$ cat src/rtl/dm_csr_initiator_if.sv
// Host-side request/completion channel and DMI request/response channel of
// the DM CSR initiator, bundled in one interface. Signal names are given from
// the initiator's point of view (_i = into the initiator, _o = out of it).
interface dm_csr_initiator_if;
  // Host request / completion
  logic        host_valid_i;
  logic        host_ready_o;
  logic        host_write_i;
  logic [6:0]  host_addr_i;
  logic [31:0] host_wdata_i;
  logic        done_valid_o;
  logic [31:0] done_rdata_o;
  logic        done_err_o;

  // DMI request / response
  logic        dmi_req_valid_o;
  logic        dmi_req_ready_i;
  logic [6:0]  dmi_req_addr_o;
  logic [1:0]  dmi_req_op_o;
  logic [31:0] dmi_req_data_o;
  logic        dmi_resp_valid_i;
  logic        dmi_resp_ready_o;
  logic [31:0] dmi_resp_data_i;
  logic [1:0]  dmi_resp_resp_i;

  // The initiator itself
  modport master (
    input  host_valid_i, host_write_i, host_addr_i, host_wdata_i,
    output host_ready_o, done_valid_o, done_rdata_o, done_err_o,
    output dmi_req_valid_o, dmi_req_addr_o, dmi_req_op_o, dmi_req_data_o,
    input  dmi_req_ready_i,
    input  dmi_resp_valid_i, dmi_resp_data_i, dmi_resp_resp_i,
    output dmi_resp_ready_o
  );

  // The environment: host plus DMI target
  modport slave (
    output host_valid_i, host_write_i, host_addr_i, host_wdata_i,
    input  host_ready_o, done_valid_o, done_rdata_o, done_err_o,
    input  dmi_req_valid_o, dmi_req_addr_o, dmi_req_op_o, dmi_req_data_o,
    output dmi_req_ready_i,
    output dmi_resp_valid_i, dmi_resp_data_i, dmi_resp_resp_i,
    input  dmi_resp_ready_o
  );
endinterface

$ cat src/rtl/dm_csr_initiator.sv
// DM CSR initiator: turns single host CSR accesses into DMI transactions.
// A write to the Command register is followed by AbstractCS polling until the
// abstract command is no longer busy, an error is reported, or the poll budget
// runs out. Every accepted request ends with a one-cycle completion pulse.
module dm_csr_initiator #(
  parameter int unsigned POLL_LIMIT = 16,
  parameter int unsigned BUSY_BIT   = 12
) (
  input  logic              clk_i,
  input  logic              rst_ni,
  dm_csr_initiator_if.master bus
);

  localparam int unsigned CNT_W = $clog2(POLL_LIMIT + 1);

  localparam logic [6:0] ADDR_LO         = 7'h04;
  localparam logic [6:0] ADDR_HI         = 7'h17;
  localparam logic [6:0] ADDR_COMMAND    = 7'h17;
  localparam logic [6:0] ADDR_ABSTRACTCS = 7'h16;

  localparam logic [1:0] OP_NOP   = 2'd0;
  localparam logic [1:0] OP_READ  = 2'd1;
  localparam logic [1:0] OP_WRITE = 2'd2;

  typedef enum logic [2:0] {
    S_IDLE,
    S_REQ,
    S_RESP,
    S_POLL_REQ,
    S_POLL_RESP,
    S_DONE
  } state_e;

  state_e             state_q, state_d;
  logic               write_q;
  logic [6:0]         addr_q;
  logic [31:0]        wdata_q;
  logic [CNT_W-1:0]   poll_cnt_q;
  logic [31:0]        done_rdata_q;
  logic               done_err_q;

  logic               host_accept;
  logic               req_fire;
  logic               resp_fire;
  logic               resp_busy;
  logic               resp_cmderr;
  logic [CNT_W-1:0]   poll_cnt_inc;
  logic               poll_last;

  logic               done_load;
  logic [31:0]        done_rdata_d;
  logic               done_err_d;
  logic               poll_clr;
  logic               poll_step;

  // Handshakes and decoded response fields
  assign host_accept  = bus.host_valid_i & bus.host_ready_o;
  assign req_fire     = bus.dmi_req_valid_o & bus.dmi_req_ready_i;
  assign resp_fire    = bus.dmi_resp_valid_i & bus.dmi_resp_ready_o;
  assign resp_busy    = bus.dmi_resp_data_i[BUSY_BIT];
  assign resp_cmderr  = |bus.dmi_resp_data_i[10:8];
  assign poll_cnt_inc = (poll_cnt_q == CNT_W'(POLL_LIMIT)) ? poll_cnt_q
                                                           : poll_cnt_q + 1'b1;
  assign poll_last    = (poll_cnt_inc == CNT_W'(POLL_LIMIT));

  // Host side: ready is withheld while reset is asserted so it first rises
  // after release; completion data is held between completions.
  assign bus.host_ready_o = (state_q == S_IDLE) & rst_ni;
  assign bus.done_valid_o = (state_q == S_DONE);
  assign bus.done_rdata_o = done_rdata_q;
  assign bus.done_err_o   = done_err_q;

  // DMI side: request fields come straight from captured registers, so they
  // cannot change while a request waits for ready.
  assign bus.dmi_req_valid_o  = (state_q == S_REQ) | (state_q == S_POLL_REQ);
  assign bus.dmi_resp_ready_o = (state_q == S_RESP) | (state_q == S_POLL_RESP);
  assign bus.dmi_req_op_o     = (state_q == S_REQ)      ? (write_q ? OP_WRITE : OP_READ) :
                                (state_q == S_POLL_REQ) ? OP_READ : OP_NOP;
  assign bus.dmi_req_addr_o   = (state_q == S_REQ)      ? addr_q          :
                                (state_q == S_POLL_REQ) ? ADDR_ABSTRACTCS : '0;
  assign bus.dmi_req_data_o   = ((state_q == S_REQ) && write_q) ? wdata_q : '0;

  // State register
  always_ff @(posedge clk_i) begin
    // NOTE: sequential state uses non-blocking assignments so every flop
    // samples pre-edge values regardless of process ordering.
    if (!rst_ni) state_q <= S_IDLE;
    else         state_q <= state_d;
  end

  // Next-state decode plus completion and poll-counter controls
  always_comb begin
    // NOTE: every output of this block gets a default first; a path that
    // forgets one would otherwise infer a latch.
    state_d      = state_q;
    done_load    = 1'b0;
    done_rdata_d = '0;
    done_err_d   = 1'b0;
    poll_clr     = 1'b0;
    poll_step    = 1'b0;

    unique case (state_q)
      S_IDLE: begin
        if (host_accept) begin
          if ((bus.host_addr_i >= ADDR_LO) && (bus.host_addr_i <= ADDR_HI)) begin
            state_d = S_REQ;
          end else begin
            state_d    = S_DONE;
            done_load  = 1'b1;
            done_err_d = 1'b1;
          end
        end
      end

      S_REQ: begin
        if (req_fire) state_d = S_RESP;
      end

      S_RESP: begin
        if (resp_fire) begin
          if (bus.dmi_resp_resp_i != 2'd0) begin
            state_d    = S_DONE;
            done_load  = 1'b1;
            done_err_d = 1'b1;
          end else if (!write_q) begin
            state_d      = S_DONE;
            done_load    = 1'b1;
            done_rdata_d = bus.dmi_resp_data_i;
          end else if (addr_q != ADDR_COMMAND) begin
            state_d   = S_DONE;
            done_load = 1'b1;
          end else begin
            state_d  = S_POLL_REQ;
            poll_clr = 1'b1;
          end
        end
      end

      S_POLL_REQ: begin
        if (req_fire) state_d = S_POLL_RESP;
      end

      S_POLL_RESP: begin
        if (resp_fire) begin
          poll_step = 1'b1;
          if (bus.dmi_resp_resp_i != 2'd0) begin
            state_d    = S_DONE;
            done_load  = 1'b1;
            done_err_d = 1'b1;
          end else if (!resp_busy) begin
            state_d      = S_DONE;
            done_load    = 1'b1;
            done_rdata_d = bus.dmi_resp_data_i;
            done_err_d   = resp_cmderr;
          end else if (poll_last) begin
            state_d      = S_DONE;
            done_load    = 1'b1;
            done_rdata_d = bus.dmi_resp_data_i;
            done_err_d   = 1'b1;
          end else begin
            state_d = S_POLL_REQ;
          end
        end
      end

      S_DONE:  state_d = S_IDLE;

      default: state_d = S_IDLE;
    endcase
  end

  // Captured request fields, poll counter and held completion result
  always_ff @(posedge clk_i) begin
    // NOTE: these registers are reset too, because the completion fields are
    // visible outputs that must read zero out of reset.
    if (!rst_ni) begin
      write_q      <= 1'b0;
      addr_q       <= '0;
      wdata_q      <= '0;
      poll_cnt_q   <= '0;
      done_rdata_q <= '0;
      done_err_q   <= 1'b0;
    end else begin
      if (host_accept) begin
        write_q <= bus.host_write_i;
        addr_q  <= bus.host_addr_i;
        wdata_q <= bus.host_wdata_i;
      end
      if (poll_clr)       poll_cnt_q <= '0;
      else if (poll_step) poll_cnt_q <= poll_cnt_inc;
      if (done_load) begin
        done_rdata_q <= done_rdata_d;
        done_err_q   <= done_err_d;
      end
    end
  end

endmodule

$ cat src/flat_wrapper.sv
// flat-port wrapper written by rule: the top's interface ports become plain ports
module dm_csr_initiator_flat 
#(
  parameter int unsigned POLL_LIMIT = 16,
  parameter int unsigned BUSY_BIT   = 12
)
  (clk_i, rst_ni, bus_host_valid_i, bus_host_write_i, bus_host_addr_i, bus_host_wdata_i, bus_host_ready_o, bus_done_valid_o, bus_done_rdata_o, bus_done_err_o, bus_dmi_req_valid_o, bus_dmi_req_addr_o, bus_dmi_req_op_o, bus_dmi_req_data_o, bus_dmi_req_ready_i, bus_dmi_resp_valid_i, bus_dmi_resp_data_i, bus_dmi_resp_resp_i, bus_dmi_resp_ready_o);
  dm_csr_initiator_if bus_i ();
  input  logic clk_i;
  input  logic rst_ni;
  input wire logic [$bits(bus_i.host_valid_i)-1:0] bus_host_valid_i;
  input wire logic [$bits(bus_i.host_write_i)-1:0] bus_host_write_i;
  input wire logic [$bits(bus_i.host_addr_i)-1:0] bus_host_addr_i;
  input wire logic [$bits(bus_i.host_wdata_i)-1:0] bus_host_wdata_i;
  output wire logic [$bits(bus_i.host_ready_o)-1:0] bus_host_ready_o;
  output wire logic [$bits(bus_i.done_valid_o)-1:0] bus_done_valid_o;
  output wire logic [$bits(bus_i.done_rdata_o)-1:0] bus_done_rdata_o;
  output wire logic [$bits(bus_i.done_err_o)-1:0] bus_done_err_o;
  output wire logic [$bits(bus_i.dmi_req_valid_o)-1:0] bus_dmi_req_valid_o;
  output wire logic [$bits(bus_i.dmi_req_addr_o)-1:0] bus_dmi_req_addr_o;
  output wire logic [$bits(bus_i.dmi_req_op_o)-1:0] bus_dmi_req_op_o;
  output wire logic [$bits(bus_i.dmi_req_data_o)-1:0] bus_dmi_req_data_o;
  input wire logic [$bits(bus_i.dmi_req_ready_i)-1:0] bus_dmi_req_ready_i;
  input wire logic [$bits(bus_i.dmi_resp_valid_i)-1:0] bus_dmi_resp_valid_i;
  input wire logic [$bits(bus_i.dmi_resp_data_i)-1:0] bus_dmi_resp_data_i;
  input wire logic [$bits(bus_i.dmi_resp_resp_i)-1:0] bus_dmi_resp_resp_i;
  output wire logic [$bits(bus_i.dmi_resp_ready_o)-1:0] bus_dmi_resp_ready_o;
  assign bus_i.host_valid_i = bus_host_valid_i;
  assign bus_i.host_write_i = bus_host_write_i;
  assign bus_i.host_addr_i = bus_host_addr_i;
  assign bus_i.host_wdata_i = bus_host_wdata_i;
  assign bus_host_ready_o = bus_i.host_ready_o;
  assign bus_done_valid_o = bus_i.done_valid_o;
  assign bus_done_rdata_o = bus_i.done_rdata_o;
  assign bus_done_err_o = bus_i.done_err_o;
  assign bus_dmi_req_valid_o = bus_i.dmi_req_valid_o;
  assign bus_dmi_req_addr_o = bus_i.dmi_req_addr_o;
  assign bus_dmi_req_op_o = bus_i.dmi_req_op_o;
  assign bus_dmi_req_data_o = bus_i.dmi_req_data_o;
  assign bus_i.dmi_req_ready_i = bus_dmi_req_ready_i;
  assign bus_i.dmi_resp_valid_i = bus_dmi_resp_valid_i;
  assign bus_i.dmi_resp_data_i = bus_dmi_resp_data_i;
  assign bus_i.dmi_resp_resp_i = bus_dmi_resp_resp_i;
  assign bus_dmi_resp_ready_o = bus_i.dmi_resp_ready_o;
  dm_csr_initiator #(.POLL_LIMIT(POLL_LIMIT), .BUSY_BIT(BUSY_BIT)) u_core (.clk_i(clk_i), .rst_ni(rst_ni), .bus(bus_i));
endmodule
$ cat config.mk
export PLATFORM = sky130hd
export DESIGN_NAME = dm_csr_initiator_flat
export DESIGN_NICKNAME = d
export VERILOG_FILES = /design/src/rtl/dm_csr_initiator_if.sv /design/src/rtl/dm_csr_initiator.sv /design/src/flat_wrapper.sv
export SDC_FILE = /design/constraint.sdc
export NUM_CORES = 1
export LEC_CHECK = 0
export ABC_AREA = 1
export CAP_MARGIN = 0
export CORE_ASPECT_RATIO = 1.1
export CORE_MARGIN = 1.5
export CORE_UTILIZATION = 25
export CTS_CLUSTER_SIZE = 24
export DETAILED_ROUTE_END_ITERATION = 10
export SYNTH_ARGS = -nofsm -noshare
export SYNTH_HDL_FRONTEND = slang
export SYNTH_SLANG_ARGS = --single-unit
$ cat constraint.sdc
create_clock -name clk_i -period 4.6 [get_ports clk_i]
set_clock_uncertainty 0.05 [all_clocks]
set_input_delay 0.92 -clock clk_i [delete_from_list [all_inputs] [get_ports clk_i]]
set_output_delay 0.92 -clock clk_i [all_outputs]
set_load 0.1 [all_outputs]
==> metrics <==
overall power roughly 3.7 mW; placed cell area between 6000 and 7000 µm²; Global Route met1 Usage between 15 and 20%; fin util roughly two fifths; Vias ~4600; # H-tree levels 3; DP Worst Slack between 1 and 1.5 ns; cell-internal power around 1.9 mW; crit path cell chain inv_1, nor2_2, inv_1, nor2_1, inv_1, nor2_4, clkinv_1, buf_4, nor2_2, buf_12; Area Overhead vs Synth 55.9%; TritonCTS clock tree yes; Post-Syn Instances 663; ANT cells 0; Hold Path Cell Cnt 2; Clock Pin Slew Worst Setup and Hold Paths approximately 0.07 ns; CTS sink cnt approximately 80; Reg2Reg Setup Slack between 1.5 and 2 ns; placer congestion estimate between 0.7 and 0.8; hold_sp u_core.wdata_q[31]; Placed Instances 1015; DP HPWL between 9000 and 10000 µm; vias per inst between 4 and 5; Multi-input gate area approximately 2200 µm²; Worst-Margin Slew 1.03 ns; largest net degree at the start of global routing slightly above 80; Max-Cap Viols 0; CTS Buf Count 9; maximum vdd drop ~230 µV; Final period util between 80% and 90%; Total GRT Usage 15.6%; drt wl/cell 13.5 µm; Comb pwr share ~53%; Resized cells post-CTS 0; CP startpoint kind register; Clk Latency, worst-skew pair ~0.34 ns; met3 Use GR under 10%; Synthesis Warnings 0; P_leak around 2.5 nW; slowest stage delay, CP between 0.5 and 0.6 ns; filler cell count roughly 1800; clock power share a little over a fifth; Most Crowded Layer GR met2; CP arrival around 2.7 ns; First-pass DRT Iterations 4; RSZ-0062 raised after global routing no; mapped cell area 4320 µm²; Post-Layout Cell Count between 1000 and 1500; Slowest-stage cell, CP clkinv_1; Slew Limit Headroom between 30% and 40%; R2R depth 15; number of global-route vias before repair about 4500; Ports between 150 and 200; hold slack ~0.41 ns; hold buffer count at CTS 0; post-synth net total 744; sequential power share roughly a quarter; fmax 270 MHz; post-CTS setup repair buffer count 0; Iteration-0 DRC Markers 198; switching share of power 50.4%; gr ovfl total 0; sequential area share after synthesis between 30% and 40%; crit path capture type output pin; Routed Antenna Nets 0; Critical Path RT roughly 3.6 ns; Die X around 130 µm; # setup viols final 0; CTS max path bufs 2; status completed; Storage cell area roughly 1600 µm²; Die H between 100 and 150 µm; post-layout minimum cycle time between 3 and 4 ns; Worst Hold Endpoint u_core.wdata_q[31]; layout cell share with drive strength beyond 1 between 10% and 20%; Net count, final 873; design area just under 7000 µm²; crit path max fanout 17; leading cell types in the layout, fill and taps excluded clkdlybuf4s50_1 (121), inv_1 (89), nor2_1 (89), dfxtp_1 (81), nand3_1 (77); initial antenna violation count 1; Global Route met2 Usage 24.7%; Max Transition Viols Final 0; pwr dens ~560 nW/µm²; switching power total 1.89 mW; worst setup margin about 0.89 ns; commonest non-fill, non-tap cell in the layout clkdlybuf4s50_1; first-pass GRT wire length roughly 22000 µm; cell mode on critical path inv_1; Avg Cell Area, Syn around 6.5 µm²; Min-Delay Path Class reg2reg; area of the core around 17000 µm²; Hold Vio Cnt, Final 0; crit path kind reg2out; Netlist cell types 29; Clock Tree Root clkbuf_16; reg2reg start u_core.poll_cnt_q[0]; row count 50; Initial Util about 25%; worst r2r dst u_core.bus.done_rdata_o[4]; total die area ~18000 µm²; final wirelength around 14000 µm; setup TNS 0 ns; Port Buffer Count between 150 and 200; #FFs+latches synth 81; # DRC 0
[critical path, delay by kind of cell (launching register included)]
family,cells,cell delay [ns]
and+or+nand+nor,4,0.50
buffers and inverters,6,1.51
DFF,1,0.36
[synthesized netlist by cell type, drive strengths merged]
cell type | instances | share of area [%]
nor2 | 125 | 11
inv | 96 | 8.3
dfxtp | 81 | 38
nand3 | 78 | 9.1
o21ai | 75 | 8.7
nand2 | 61 | 6.2
a21oi | 54 | 6.8
nand4 | 33 | 4.8
clkbuf | 26 | 2.3
buf | 20 | 3.0
nor3 | 6 | 0.69
ha | 2 | 0.58
a211oi | 1 | 0.17
a31oi | 1 | 0.14
clkinv | 1 | 0.087
o211ai | 1 | 0.17
o31ai | 1 | 0.17
xor2 | 1 | 0.20
[area by class of cell]
class	instances	area share, %
multi-input combinational	439	32.7
timing repair buffer	164	28.7
sequential	81	24.1
inverter	97	5.40
tap	234	4.34
clock buffer	9	3.34
clock inverter	7	1.49
[cells by family after synthesis]
kind of cell	after synthesis	share of synthesized area, %
AO/OA/AOI/OAI	133	16.1
AND/OR/NAND/NOR	303	31.9
XOR/XNOR	1	0.203
buffers and inverters	143	13.7
adder cells (fa/ha/maj)	2	0.579
flip-flops	81	37.5
[flip-flops by register name, summed over array words and instances, names as in the netlist]
signal,count
u_core.bus.done_rdata_o,32
u_core.state_q,3
u_core.wdata_q,32
u_core.addr_q,7
u_core.poll_cnt_q,5
u_core.write_q,1
u_core.bus.done_err_o,1
[worst max-delay path by stage]
stage | startpoint | to | slack, ns | depth (start not counted)
final | u_core.state_q[0] | bus_dmi_req_data_o[9] | 0.89 | 10
after global routing | u_core.state_q[0] | bus_dmi_req_data_o[9] | 0.62 | 10
after detailed placement | u_core.state_q[0] | bus_dmi_req_data_o[9] | 1.23 | 10
after global placement | u_core.state_q[0] | bus_dmi_req_data_o[20] | 1.28 | 10
after floorplan | u_core.state_q[0] | bus_dmi_req_data_o[0] | -0.09 | 8
after CTS | u_core.state_q[0] | bus_dmi_req_data_o[9] | 0.82 | 10
[metal layers]
layer | share of wire [%] | vias to the layer above
met2 | 44 | 148
met5 | 0.10 | -
met1 | 46 | 2060
li1 | - | 2412
met3 | 8.4 | 15
met4 | 1.3 | 2
[power groups by stage]
stage | combinational, mW | clock [mW] | sequential, mW
after floorplan | 0.897 | 0 | 1.62
after global placement | 1.98 | 0 | 0.981
after detailed placement | 1.99 | 0 | 0.983
after CTS | 1.99 | 0.833 | 0.968
after global routing | 2.13 | 0.854 | 0.986
final | 1.98 | 0.803 | 0.966
No activity file was read; power rests on OpenSTA's default activity.
